## src/rtl/uart_defines.sv

```systemverilog
// Shared UART definitions: receive-side state encoding, oversampling
// constants and the FIFO geometry common to the transmit and receive PHYs.
package uart_defines;

    // FIFO geometry shared by both directions
    localparam int FIFO_SIZE  = 16;
    localparam int FIFO_BITS  = 4;

    // 16x oversampling; the start bit is qualified at its middle
    localparam int OVERSAMPLE = 16;
    localparam int MID_SAMPLE = 7;

    localparam logic [3:0] OS_MID  = 4'(MID_SAMPLE);
    localparam logic [3:0] OS_LAST = 4'(OVERSAMPLE - 1);

    typedef enum logic [1:0] {
        RX_SYNC_IDLE,
        RX_SYNC_START,
        RX_SYNC_DATA,
        RX_SYNC_STOP
    } uart_rx_sync_t;

    // Full when the wrap bits differ and the index bits match
    function automatic logic ptr_full(input logic [FIFO_BITS:0] wr,
                                      input logic [FIFO_BITS:0] rd);
        return (wr[FIFO_BITS] != rd[FIFO_BITS]) &&
               (wr[FIFO_BITS-1:0] == rd[FIFO_BITS-1:0]);
    endfunction

endpackage

```

## src/rtl/uart_sync.sv

```systemverilog
// Generic metastability synchronizer: a STAGES-deep flop chain whose
// flops all reset to RESET_VAL. Reusable for any asynchronous input.
module uart_sync #(
    parameter int   STAGES    = 2,
    parameter logic RESET_VAL = 1'b1
) (
    input  logic clk,
    input  logic rstn,
    input  logic d,
    output logic q
);

    logic [STAGES-1:0] chain;

    // Shift the asynchronous input through the chain, oldest sample at the top
    always_ff @(posedge clk or negedge rstn) begin
        if (!rstn) begin
            chain <= {STAGES{RESET_VAL}};
        end else begin
            chain <= {chain[STAGES-2:0], d};
        end
    end

    assign q = chain[STAGES-1];

endmodule

```

## src/rtl/uart_rx_phy.sv

```systemverilog
// UART receive PHY, 8N1, LSB first. The rx line is synchronized, sampled
// at 16x baud, the start bit is qualified at mid-bit, data and stop bits
// are sampled at the end of each 16-tick window, and good bytes land in an
// inline FIFO drained by a valid/ready consumer. Framing and overrun
// errors are sticky until err_clr.
module uart_rx_phy
    import uart_defines::*;
#(
    parameter int SYNC_STAGES = 2
) (
    input  logic       clk,
    input  logic       rstn,
    input  logic       baud_tick_16x,
    input  logic       rx,
    input  logic       rx_ready,
    input  logic       err_clr,
    output logic [7:0] rx_data,
    output logic       rx_valid,
    output logic       frame_err,
    output logic       overrun_err
);

    localparam logic [FIFO_BITS:0] PTR_ONE = 1;

    logic                 rx_s;
    uart_rx_sync_t        state;
    logic [3:0]           os_cnt;
    logic [2:0]           bit_cnt;
    logic [7:0]           shift_reg;
    logic                 armed;

    logic [7:0]           mem [FIFO_SIZE];
    logic [FIFO_BITS:0]   rd_ptr;
    logic [FIFO_BITS:0]   wr_ptr;

    logic                 empty;
    logic                 full;
    logic                 mid_stop;
    logic                 push_req;
    logic                 stop_bad;
    logic                 pop;

    uart_sync #(
        .STAGES    (SYNC_STAGES),
        .RESET_VAL (1'b1)
    ) u_rx_sync (
        .clk  (clk),
        .rstn (rstn),
        .d    (rx),
        .q    (rx_s)
    );

    // FIFO status and the single-cycle stop-bit decision strobes
    always_comb begin
        empty    = (rd_ptr == wr_ptr);
        full     = ptr_full(wr_ptr, rd_ptr);
        mid_stop = baud_tick_16x && (state == RX_SYNC_STOP) && (os_cnt == OS_LAST);
        push_req = mid_stop && rx_s;
        stop_bad = mid_stop && !rx_s;
        pop      = !empty && rx_ready;
    end

    assign rx_valid = !empty;
    assign rx_data  = mem[rd_ptr[FIFO_BITS-1:0]];

    // Frame receiver: start qualification, data shifting and stop check.
    // 'armed' keeps a held-low line (break) from retriggering a frame.
    always_ff @(posedge clk or negedge rstn) begin
        if (!rstn) begin
            state     <= RX_SYNC_IDLE;
            os_cnt    <= 4'd0;
            bit_cnt   <= 3'd0;
            shift_reg <= 8'd0;
            armed     <= 1'b0;
        end else if (baud_tick_16x) begin
            case (state)
                RX_SYNC_IDLE: begin
                    if (rx_s) begin
                        armed <= 1'b1;
                    end else if (armed) begin
                        state  <= RX_SYNC_START;
                        os_cnt <= 4'd0;
                        armed  <= 1'b0;
                    end
                end
                RX_SYNC_START: begin
                    os_cnt <= os_cnt + 4'd1;
                    if (os_cnt == OS_MID) begin
                        if (!rx_s) begin
                            state   <= RX_SYNC_DATA;
                            os_cnt  <= 4'd0;
                            bit_cnt <= 3'd0;
                        end else begin
                            state <= RX_SYNC_IDLE;
                            armed <= 1'b1;
                        end
                    end
                end
                RX_SYNC_DATA: begin
                    os_cnt <= os_cnt + 4'd1;
                    if (os_cnt == OS_LAST) begin
                        shift_reg[bit_cnt] <= rx_s;
                        os_cnt             <= 4'd0;
                        if (bit_cnt == 3'd7) begin
                            state <= RX_SYNC_STOP;
                        end else begin
                            bit_cnt <= bit_cnt + 3'd1;
                        end
                    end
                end
                RX_SYNC_STOP: begin
                    os_cnt <= os_cnt + 4'd1;
                    if (os_cnt == OS_LAST) begin
                        state  <= RX_SYNC_IDLE;
                        os_cnt <= 4'd0;
                        armed  <= rx_s;
                    end
                end
                default: begin
                    state <= RX_SYNC_IDLE;
                end
            endcase
        end
    end

    // FIFO pointers; a push while full is dropped even if a pop happens too
    always_ff @(posedge clk or negedge rstn) begin
        if (!rstn) begin
            wr_ptr <= '0;
            rd_ptr <= '0;
        end else begin
            if (push_req && !full) begin
                wr_ptr <= wr_ptr + PTR_ONE;
            end
            if (pop) begin
                rd_ptr <= rd_ptr + PTR_ONE;
            end
        end
    end

    // FIFO storage; contents are don't-care until written
    always_ff @(posedge clk) begin
        if (push_req && !full) begin
            mem[wr_ptr[FIFO_BITS-1:0]] <= shift_reg;
        end
    end

    // Sticky error flags; a new error in the clearing cycle wins
    always_ff @(posedge clk or negedge rstn) begin
        if (!rstn) begin
            frame_err   <= 1'b0;
            overrun_err <= 1'b0;
        end else begin
            if (stop_bad) begin
                frame_err <= 1'b1;
            end else if (err_clr) begin
                frame_err <= 1'b0;
            end
            if (push_req && full) begin
                overrun_err <= 1'b1;
            end else if (err_clr) begin
                overrun_err <= 1'b0;
            end
        end
    end

endmodule

```

## config.mk

```make
export PLATFORM = sky130hd
export DESIGN_NAME = uart_rx_phy
export DESIGN_NICKNAME = d
export VERILOG_FILES = /design/src/rtl/uart_defines.sv /design/src/rtl/uart_sync.sv /design/src/rtl/uart_rx_phy.sv
export SDC_FILE = /design/constraint.sdc
export NUM_CORES = 1
export LEC_CHECK = 0
export ABC_AREA = 1
export BUFFER_PORTS_ARGS = -buffer_cell sky130_fd_sc_hd__buf_2
export CORE_MARGIN = 2
export CORE_UTILIZATION = 60
export DETAILED_ROUTE_END_ITERATION = 10
export GPL_ROUTABILITY_DRIVEN = 0
export PLACE_DENSITY = 0.77
export REMOVE_ABC_BUFFERS = 1
export SYNTH_ARGS = -nofsm -noshare
export SYNTH_HDL_FRONTEND = slang
export SYNTH_HIERARCHICAL = 1
export SYNTH_SLANG_ARGS = --single-unit
```

## constraint.sdc

```tcl
create_clock -name clk -period 3.89 [get_ports clk]
set_input_delay 0.389 -clock clk [delete_from_list [all_inputs] [get_ports clk]]
set_output_delay 0.389 -clock clk [all_outputs]
set_load 0.01 [all_outputs]
```

==> impl_results.html, run 1 <==
<table>
<tr><th>Metric</th><th>Value</th></tr>
<tr><th colspan="2">Outcome</th></tr>
<tr><td>Status</td><td>complete, no violations</td></tr>
<tr><th colspan="2">Floorplanning</th></tr>
<tr><td>Die Footprint</td><td>12500 um^2</td></tr>
<tr><td>I/O Pins</td><td>17</td></tr>
<tr><td>Chip Height</td><td>112 um</td></tr>
<tr><td>Die X-Extent</td><td>112 um</td></tr>
<tr><td>Core Region</td><td>11400 um^2</td></tr>
<tr><td>Initial core utilization</td><td>61.5%</td></tr>
<tr><td>Total number of placement rows</td><td>39</td></tr>
<tr><th colspan="2">Place</th></tr>
<tr><td>PortBufs</td><td>16</td></tr>
<tr><td>Detailed placement HPWL</td><td>9.46 mm</td></tr>
<tr><th colspan="2">Synth</th></tr>
<tr><td>Post-synthesis sequential area ratio</td><td>66.5%</td></tr>
<tr><td>Flip-flop and latch count after synthesis</td><td>160</td></tr>
<tr><td>Gate Count Post-Synth</td><td>686</td></tr>
<tr><td>Number of warnings reported in the yosys synthesis log</td><td>6</td></tr>
<tr><td>Synthesized cell area</td><td>6990 um^2</td></tr>
<tr><td>Netlist cell types</td><td>29</td></tr>
<tr><td>Syn_area_per_cell</td><td>10.2 um^2</td></tr>
<tr><th colspan="2">Power</th></tr>
<tr><td>Relative contribution of combinational cells to total power</td><td>28.3%</td></tr>
<tr><td>Net switching power figure</td><td>1.71 mW</td></tr>
<tr><td>Clock share of power</td><td>31.7%</td></tr>
<tr><td>Max VDD drop</td><td>0.436 mV</td></tr>
<tr><td>Leakage power total</td><td>3.04 nW</td></tr>
<tr><td>Sequential share of power</td><td>40.1%</td></tr>
<tr><td>Pwr dens</td><td>637 nW/um^2</td></tr>
<tr><td>Internal power</td><td>3.20 mW</td></tr>
<tr><td>Proportion of total power due to net switching</td><td>34.8%</td></tr>
<tr><th colspan="2">Clocking</th></tr>
<tr><td>Postcts setup bufs</td><td>0</td></tr>
<tr><td>Clock net sink count</td><td>160</td></tr>
<tr><td>Clock latency at the later pin of the worst-skew pair</td><td>0.42 ns</td></tr>
<tr><td>TritonCTS clock tree</td><td>built</td></tr>
<tr><td>Worst-case clock buffer depth</td><td>2</td></tr>
<tr><td>Clock-pin transition on the worst setup and hold timing paths</td><td>0.06 ns</td></tr>
<tr><td>Clock root buffer</td><td>clkbuf_16</td></tr>
<tr><td>Quantity of hold-fixing buffers added after cts</td><td>0</td></tr>
<tr><td>Number of levels the H-tree was split into</td><td>4</td></tr>
<tr><td>CTS Buf Count</td><td>17</td></tr>
<tr><td>Post-CTS sizing</td><td>0</td></tr>
<tr><th colspan="2">Setup path</th></tr>
<tr><td>Most Frequent Cell on Critical Path</td><td>nand2_1</td></tr>
<tr><td>Delay of the slowest cell on the worst path</td><td>0.43 ns</td></tr>
<tr><td>Total buffers and inverters traversed by the critical path</td><td>4</td></tr>
<tr><td>Setup Crit Path Kind</td><td>register to output pin</td></tr>
<tr><td>Worst EP arrival</td><td>2.38 ns</td></tr>
<tr><td>Largest fanout of any net on the critical path</td><td>40</td></tr>
<tr><td>Top delay family on crit path</td><td>buffers and inverters</td></tr>
<tr><td>Stages on the worst setup path</td><td>11</td></tr>
<tr><td>Required time at the worst-slack endpoint</td><td>3.50 ns</td></tr>
<tr><td>Worst R2R Setup Slack</td><td>1.19 ns</td></tr>
<tr><td>Critical path, cell by cell</td><td>inv_2 -&gt; buf_4 -&gt; nand2_1 -&gt; nand2_1 -&gt; nand2_1 -&gt; o21ai_0 -&gt; nand2_1 -&gt; nand2_1 -&gt; inv_1 -&gt; nand2_1 -&gt; buf_2</td></tr>
<tr><td>Worst path slowest cell</td><td>buf_4</td></tr>
<tr><td>Startpoint kind of the worst setup timing path</td><td>register</td></tr>
<tr><td>Length in cells of the worst reg-to-reg path</td><td>5</td></tr>
<tr><td>Crit path capture type</td><td>output pin</td></tr>
<tr><th colspan="2">Global routing</th></tr>
<tr><td>Pin count of the biggest net entering global routing</td><td>69</td></tr>
<tr><td>Aggregate global-route resource usage</td><td>25.8%</td></tr>
<tr><td>Number of antenna violations at the first check in global routing</td><td>0</td></tr>
<tr><td>Wire length of the first global-routing pass</td><td>24.3 mm</td></tr>
<tr><td>Final global-route overflow total</td><td>0</td></tr>
<tr><td>Via count of the first global-routing pass</td><td>4715</td></tr>
<tr><th colspan="2">Drt</th></tr>
<tr><td>Initial DRC Count</td><td>516</td></tr>
<tr><td>Remaining antenna violation count after routing</td><td>0</td></tr>
<tr><td>Detail-routed net length per standard cell</td><td>17.2 um</td></tr>
<tr><td>Drc violations</td><td>0</td></tr>
<tr><td>Met2 WL post-DR</td><td>7.25 mm</td></tr>
<tr><td>Met1 Wirelength</td><td>6.12 mm</td></tr>
<tr><td>Highest metal layer with signal wires</td><td>met4</td></tr>
<tr><td>Total wirelength of the detailed-routed design</td><td>14.7 mm</td></tr>
<tr><td>Met3 WL post-DR</td><td>1.11 mm</td></tr>
<tr><td>Via count</td><td>4819</td></tr>
<tr><td>DR pass1 iterations</td><td>5</td></tr>
<tr><td>Detailed-route vias per instance</td><td>5.65</td></tr>
<tr><th colspan="2">Run</th></tr>
<tr><td>Count of max-cap constraint violations</td><td>0</td></tr>
<tr><th colspan="2">Layout</th></tr>
<tr><td>Number of antenna cells inserted</td><td>0</td></tr>
<tr><td>Share of layout cells above drive strength 1</td><td>9.44%</td></tr>
<tr><td>Final cell utilization of the core</td><td>67.7%</td></tr>
<tr><td>Post-layout nets</td><td>711</td></tr>
<tr><td>Flip-flop count of the largest register after layout</td><td>128</td></tr>
<tr><td>Area growth from synthesis to final layout</td><td>10.2%</td></tr>
<tr><td>Most common cell after layout, fill and taps aside</td><td>nand2_1</td></tr>
<tr><td>Leading cell types in the layout, fill and taps excluded</td><td>193 x nand2_1, 128 x edfxtp_1, 117 x nor2_1, 69 x o21ai_0, 51 x nand3_1</td></tr>
<tr><th colspan="2">STA</th></tr>
<tr><td>Post-route minimum period</td><td>2.76 ns</td></tr>
<tr><td>Final hold viol count</td><td>0</td></tr>
<tr><td>Final total negative setup slack</td><td>0 ns</td></tr>
<tr><td>Final setup vio count</td><td>0</td></tr>
<tr><td>Max-slew headroom</td><td>45.5%</td></tr>
<tr><td>Unrepaired setup endpoints after global routing</td><td>false</td></tr>
<tr><td>Slew at the pin closest to its max-slew limit</td><td>0.817 ns</td></tr>
<tr><td>Max Transition Viols Final</td><td>0</td></tr>
<tr><td>Achievable frequency</td><td>0.362 GHz</td></tr>
<tr><td>Final worst path period share</td><td>71.1%</td></tr>
<tr><td>Setup Skew</td><td>0.00688 ns</td></tr>
<tr><th colspan="2">Hold path</th></tr>
<tr><td>Classification of the worst-slack hold path</td><td>input port to asynchronous set/reset pin</td></tr>
</table>
-- power groups by stage --
stage | combinational [mW] | sequential [mW] | clock [mW]
after floorplan | 0.860 | 2.08 | 0
after global placement | 1.34 | 1.99 | 0
after detailed placement | 1.37 | 2.00 | 0
after CTS | 1.39 | 1.96 | 1.57
after global routing | 1.58 | 1.97 | 1.66
final | 1.39 | 1.96 | 1.55
-- through the flow --
step | area (um^2) | total power [mW] | cells | worst slack (ns) | hold slack [ns]
5_1_grt | 7700 | 5.21 | 853 | 0.922 | 0.0391
4_1_cts | 7700 | 4.92 | 853 | 1.13 | 0.0227
3_5_place_dp | 7140 | 3.37 | 821 | 1.20 | 0.356
3_3_place_gp | 7140 | 3.34 | 821 | 1.27 | 0.360
6_report | 7700 | 4.90 | 853 | 1.13 | 0.00596
2_1_floorplan | 6860 | 2.93 | 659 | 0.893 | 0.0934
-- cell usage after synthesis (all sizes together) --
| library cell | count | area share, % |
|---|---|---|
| nand3 | 56 | 4.5 |
| edfxtp | 128 | 55 |
| o21ai | 70 | 5.0 |
| xnor2 | 3 | 0.38 |
| clkinv | 1 | 0.054 |
| ha | 8 | 1.4 |
| nor2 | 120 | 6.6 |
| buf | 15 | 1.2 |
| dfstp | 2 | 0.75 |
| xor2 | 5 | 0.63 |
| clkbuf | 12 | 0.66 |
| nor3 | 2 | 0.21 |
| a21oi | 4 | 0.29 |
| nand2 | 195 | 11 |
| dfrtp | 30 | 11 |
| nand4 | 2 | 0.18 |
| inv | 32 | 1.7 |
| o31ai | 1 | 0.11 |
-- final cells by class --
type	instances	area, um^2
Inverter	33	124
Clock buffer	17	425
Clock inverter	15	135
Timing Repair Buffer	19	103
Tap cell	143	179
Sequential cell	160	4650
Multi-Input combinational cell	466	2090
Fill cell	844	3670
-- logic make-up (layout without fill, tap and decap cells) --
| group | Yosys count | in the layout | synth area share [%] |
|---|---|---|---|
| XOR/XNOR | 8 | 8 | 1.00 |
| flip-flops | 160 | 160 | 66.5 |
| buffers and inverters | 60 | 84 | 3.60 |
| AO/OA/AOI/OAI | 75 | 75 | 5.41 |
| adder cells (fa/ha/maj) | 8 | 8 | 1.43 |
| AND/OR/NAND/NOR | 375 | 375 | 22.0 |
-- layer usage --
layer  vias to the layer above  global-route usage, %
li1                       2317                      -
met1                      2268                   35.5
met2                       213                   41.7
met3                        21                   6.21
met4                         0                   7.49
met5                         -                      0
-- worst paths after layout --
path | from | endpoint
worst max-delay path | rd_ptr[0] | rx_data[6]
worst min-delay path | rstn | rd_ptr[2]
worst max register to register | os_cnt[0] | mem[0][5]
worst min register to register | u_rx_sync/chain[0] | u_rx_sync/chain[1]
max in group asynchronous | rstn | rd_ptr[0]
min in group clk | rx | u_rx_sync/chain[0]
Note: power is estimated with default switching activity, not from simulation.
==> inputs of run 2 (changes only) <==
--- a/config.mk
+++ b/config.mk
@@ -8,10 +8,10 @@
 export ABC_AREA = 1
 export BUFFER_PORTS_ARGS = -buffer_cell sky130_fd_sc_hd__buf_2
 export CORE_MARGIN = 2
-export CORE_UTILIZATION = 60
+export CORE_UTILIZATION = 56
 export DETAILED_ROUTE_END_ITERATION = 10
 export GPL_ROUTABILITY_DRIVEN = 0
-export PLACE_DENSITY = 0.77
+export PLACE_DENSITY = 0.75
 export REMOVE_ABC_BUFFERS = 1
 export SYNTH_ARGS = -nofsm -noshare
 export SYNTH_HDL_FRONTEND = slang
==> constraint.sdc (replaced) <==
create_clock -name clk -period 2.4 [get_ports clk]
set_input_delay 0.24 -clock clk [delete_from_list [all_inputs] [get_ports clk]]
set_output_delay 0.24 -clock clk [all_outputs]
set_load 0.01 [all_outputs]
==> run 2 against run 1 <==
Clock-buffer cell count is 3 higher. Register-to-register slack worse by 0.83 ns. Power is 66% higher. Worst hold slack better by 0.065 ns. Flip-flop and latch count stayed put. First-iteration DRC count is 11% lower. Routed wire length is 4.2% higher. Clock skew is 0.00054 ns higher. Combinational power is 71% higher. Cell count is 5.6% higher. Cell area is 3.3% higher. Via count is 3.8% higher.
==> impl_results.html, run 2 (same netlist as run 1, synthesis figures left out) <==
<table>
<tr><th>Metric</th><th>Value</th></tr>
<tr><th colspan="2">Setup path</th></tr>
<tr><td>Most Frequent Cell on Critical Path</td><td>nand2_1</td></tr>
<tr><td>Delay of the slowest cell on the worst path</td><td>0.43 ns (about the same)</td></tr>
<tr><td>Critical path, cell by cell</td><td>inv_2 -&gt; buf_12 -&gt; nand2_1 -&gt; nand2_1 -&gt; nand2_1 -&gt; o21ai_0 -&gt; nand2_1 -&gt; nand2_1 -&gt; inv_1 -&gt; nand2_1 -&gt; buf_2</td></tr>
<tr><td>Crit path capture type</td><td>output pin</td></tr>
<tr><td>Startpoint kind of the worst setup timing path</td><td>register</td></tr>
<tr><td>Total buffers and inverters traversed by the critical path</td><td>4 (unchanged)</td></tr>
<tr><td>Largest fanout of any net on the critical path</td><td>32 (-20%)</td></tr>
<tr><td>Required time at the worst-slack endpoint</td><td>2.16 ns (-1.34 ns)</td></tr>
<tr><td>Setup Crit Path Kind</td><td>register to output pin</td></tr>
<tr><td>Worst path slowest cell</td><td>dfrtp_2</td></tr>
<tr><td>Worst EP arrival</td><td>2.04 ns (-0.34 ns)</td></tr>
<tr><td>Top delay family on crit path</td><td>buffers and inverters</td></tr>
<tr><th colspan="2">Global routing</th></tr>
<tr><td>Final global-route overflow total</td><td>0 (unchanged)</td></tr>
<tr><td>Number of antenna violations at the first check in global routing</td><td>0 (unchanged)</td></tr>
<tr><td>Met3 usage in global routing</td><td>5.70% (-0.50 points)</td></tr>
<tr><td>Met2 track demand over resource in global routing</td><td>38.8% (-2.9 points)</td></tr>
<tr><td>Aggregate global-route resource usage</td><td>25.0% (-0.79 points)</td></tr>
<tr><td>Via count of the first global-routing pass</td><td>4825 (+2.3%)</td></tr>
<tr><td>GRT Max-Usage Layer</td><td>met2</td></tr>
<tr><td>Pin count of the biggest net entering global routing</td><td>52 (-25%)</td></tr>
<tr><td>GR Util met1</td><td>34.3% (-1.2 points)</td></tr>
<tr><td>Wire length of the first global-routing pass</td><td>24.6 mm (+1.2%)</td></tr>
<tr><th colspan="2">Hold path</th></tr>
<tr><td>Classification of the worst-slack hold path</td><td>input port to register</td></tr>
<tr><th colspan="2">Floorplanning</th></tr>
<tr><td>Core Region</td><td>12100 um^2 (+6.5%)</td></tr>
<tr><td>Total number of placement rows</td><td>40 (+2.6%)</td></tr>
<tr><td>Die Footprint</td><td>13400 um^2 (+6.9%)</td></tr>
<tr><td>I/O Pins</td><td>17 (unchanged)</td></tr>
<tr><td>Die X-Extent</td><td>116 um (+3.4%)</td></tr>
<tr><td>Initial core utilization</td><td>57.7% (-3.8 points)</td></tr>
<tr><td>Chip Height</td><td>116 um (+3.4%)</td></tr>
<tr><th colspan="2">Layout</th></tr>
<tr><td>Area growth from synthesis to final layout</td><td>13.9%</td></tr>
<tr><td>Post-layout nets</td><td>734 (+3.2%)</td></tr>
<tr><td>Most common cell after layout, fill and taps aside</td><td>nand2_1</td></tr>
<tr><td>Share of layout cells above drive strength 1</td><td>11.9% (+2.4 points)</td></tr>
<tr><td>Flip-flop count of the largest register after layout</td><td>128 (unchanged)</td></tr>
<tr><td>Number of antenna cells inserted</td><td>0 (unchanged)</td></tr>
<tr><td>Leading cell types in the layout, fill and taps excluded</td><td>193 x nand2_1, 128 x edfxtp_1, 116 x nor2_1, 69 x o21ai_0, 51 x nand3_1</td></tr>
<tr><th colspan="2">Clocking</th></tr>
<tr><td>Postcts setup bufs</td><td>0 (unchanged)</td></tr>
<tr><td>Number of levels the H-tree was split into</td><td>4 (unchanged)</td></tr>
<tr><td>Clock net sink count</td><td>160 (unchanged)</td></tr>
<tr><td>Clock latency at the later pin of the worst-skew pair</td><td>0.43 ns (about the same)</td></tr>
<tr><td>Clock root buffer</td><td>clkbuf_16</td></tr>
<tr><td>CTS Buf Count</td><td>17 (unchanged)</td></tr>
<tr><td>Clock-pin transition on the worst setup and hold timing paths</td><td>0.06 ns (about the same)</td></tr>
<tr><td>Worst-case clock buffer depth</td><td>2 (unchanged)</td></tr>
<tr><td>TritonCTS clock tree</td><td>built</td></tr>
<tr><th colspan="2">Power</th></tr>
<tr><td>Leakage power total</td><td>3.23 nW (+6.2%)</td></tr>
<tr><td>Max VDD drop</td><td>0.754 mV (+73%)</td></tr>
<tr><td>Pwr dens</td><td>1020 nW/um^2 (+60%)</td></tr>
<tr><td>Total Power Consumption</td><td>8.13 mW (+66%)</td></tr>
<tr><th colspan="2">STA</th></tr>
<tr><td>Slew at the pin closest to its max-slew limit</td><td>0.847 ns (+0.0300 ns)</td></tr>
<tr><td>Max-slew headroom</td><td>43.5% (-2.0 points)</td></tr>
<tr><td>Setup Skew</td><td>0.00742 ns (+0.000543 ns)</td></tr>
<tr><td>Final worst path period share</td><td>95.0%</td></tr>
<tr><td>Final Hold Slack</td><td>0.0706 ns (+0.0647 ns)</td></tr>
<tr><td>Achievable frequency</td><td>0.439 GHz</td></tr>
<tr><td>Final setup vio count</td><td>0 (unchanged)</td></tr>
<tr><td>Max Transition Viols Final</td><td>0 (unchanged)</td></tr>
<tr><td>Unrepaired setup endpoints after global routing</td><td>false</td></tr>
<tr><td>Final total negative setup slack</td><td>0 ns (unchanged)</td></tr>
<tr><td>Final hold viol count</td><td>0 (unchanged)</td></tr>
<tr><td>Post-route minimum period</td><td>2.28 ns</td></tr>
<tr><th colspan="2">Drt</th></tr>
<tr><td>Detail-routed net length per standard cell</td><td>17.0 um (-1.4%)</td></tr>
<tr><td>Total wirelength of the detailed-routed design</td><td>15.3 mm (+4.2%)</td></tr>
<tr><td>Via count</td><td>5002 (+3.8%)</td></tr>
<tr><td>Remaining antenna violation count after routing</td><td>0 (unchanged)</td></tr>
<tr><td>Initial DRC Count</td><td>458 (-11%)</td></tr>
<tr><td>Drc violations</td><td>0 (unchanged)</td></tr>
<tr><td>DR pass1 iterations</td><td>5 (unchanged)</td></tr>
<tr><td>Detailed-route vias per instance</td><td>5.55 (-1.7%)</td></tr>
<tr><th colspan="2">Place</th></tr>
<tr><td>PortBufs</td><td>16 (unchanged)</td></tr>
<tr><td>Detailed placement HPWL</td><td>10.0 mm (+6.0%)</td></tr>
<tr><th colspan="2">Outcome</th></tr>
<tr><td>Status</td><td>complete, no violations</td></tr>
<tr><th colspan="2">Run</th></tr>
<tr><td>Count of max-cap constraint violations</td><td>0 (unchanged)</td></tr>
</table>
[run 2: where the power goes]
group,switching (mW),internal [mW]
Clock,1.02,1.54
Combinational,1.61,0.779
Sequential,0.122,3.06
Total,2.75,5.38
[run 2: path summary, 6_finish.rpt]
path | from | to | slack [ns] | depth (start not counted)
setup / recovery | rd_ptr[0] | rx_data[1] | 0.12 | 11
hold / removal | err_clr | overrun_err | 0.07 | 4
setup reg to reg | os_cnt[0] | mem[4][4] | 0.36 | 7
hold reg to reg | u_rx_sync/chain[0] | u_rx_sync/chain[1] | 0.36 | 0
max in group asynchronous | rstn | rd_ptr[0] | 1.51 | 2
min in group asynchronous | rstn | rd_ptr[2] | 0.40 | 2
[run 2: cell type report]
type,count,area [um^2]
Inverter,33,124
Fill cell,929,4160
Timing Repair Buffer,42,318
Multi-Input combinational cell,466,2090
Sequential cell,160,4650
Tap cell,168,210
Clock buffer,20,447
Clock inverter,12,119
[run 2: worst register-to-register path: stages (launching register included)]
cell and delay [ns]:
dfrtp_1 0.36, ha_1 0.24, nand4_1 0.23, nor3_2 0.15
buf_4 0.21, nand3_2 0.21, nor2_1 0.16, buf_4 0.19
[run 2: through the flow]
| step | std cells | worst slack (ns) | instance area (um^2) | util (%) |
|---|---|---|---|---|
| 2_1_floorplan | 659 | -0.597 | 6860 | - |
| 3_3_place_gp | 867 | 0.461 | 7370 | 60.8 |
| 3_5_place_dp | 867 | 0.393 | 7370 | 60.8 |
| 4_1_cts | 901 | 0.128 | 7950 | 65.7 |
| 5_1_grt | 901 | 0.00298 | 7960 | 65.7 |
| 6_report | 901 | 0.121 | 7960 | 65.7 |
[run 2: repair_timing]
action	in CTS	in global routing
gates resized for setup	0	1
hold buffers	2	0
hold endpoints to repair	31	0
setup endpoints to repair	0	4
[run 2: metal layers]
| metal | part of all wire [%] | up-vias |
|---|---|---|
| met2 | 47 | 215 |
| met3 | 7.2 | 41 |
| li1 | - | 2366 |
| met5 | 0 | - |
| met1 | 43 | 2380 |
| met4 | 2.9 | 0 |
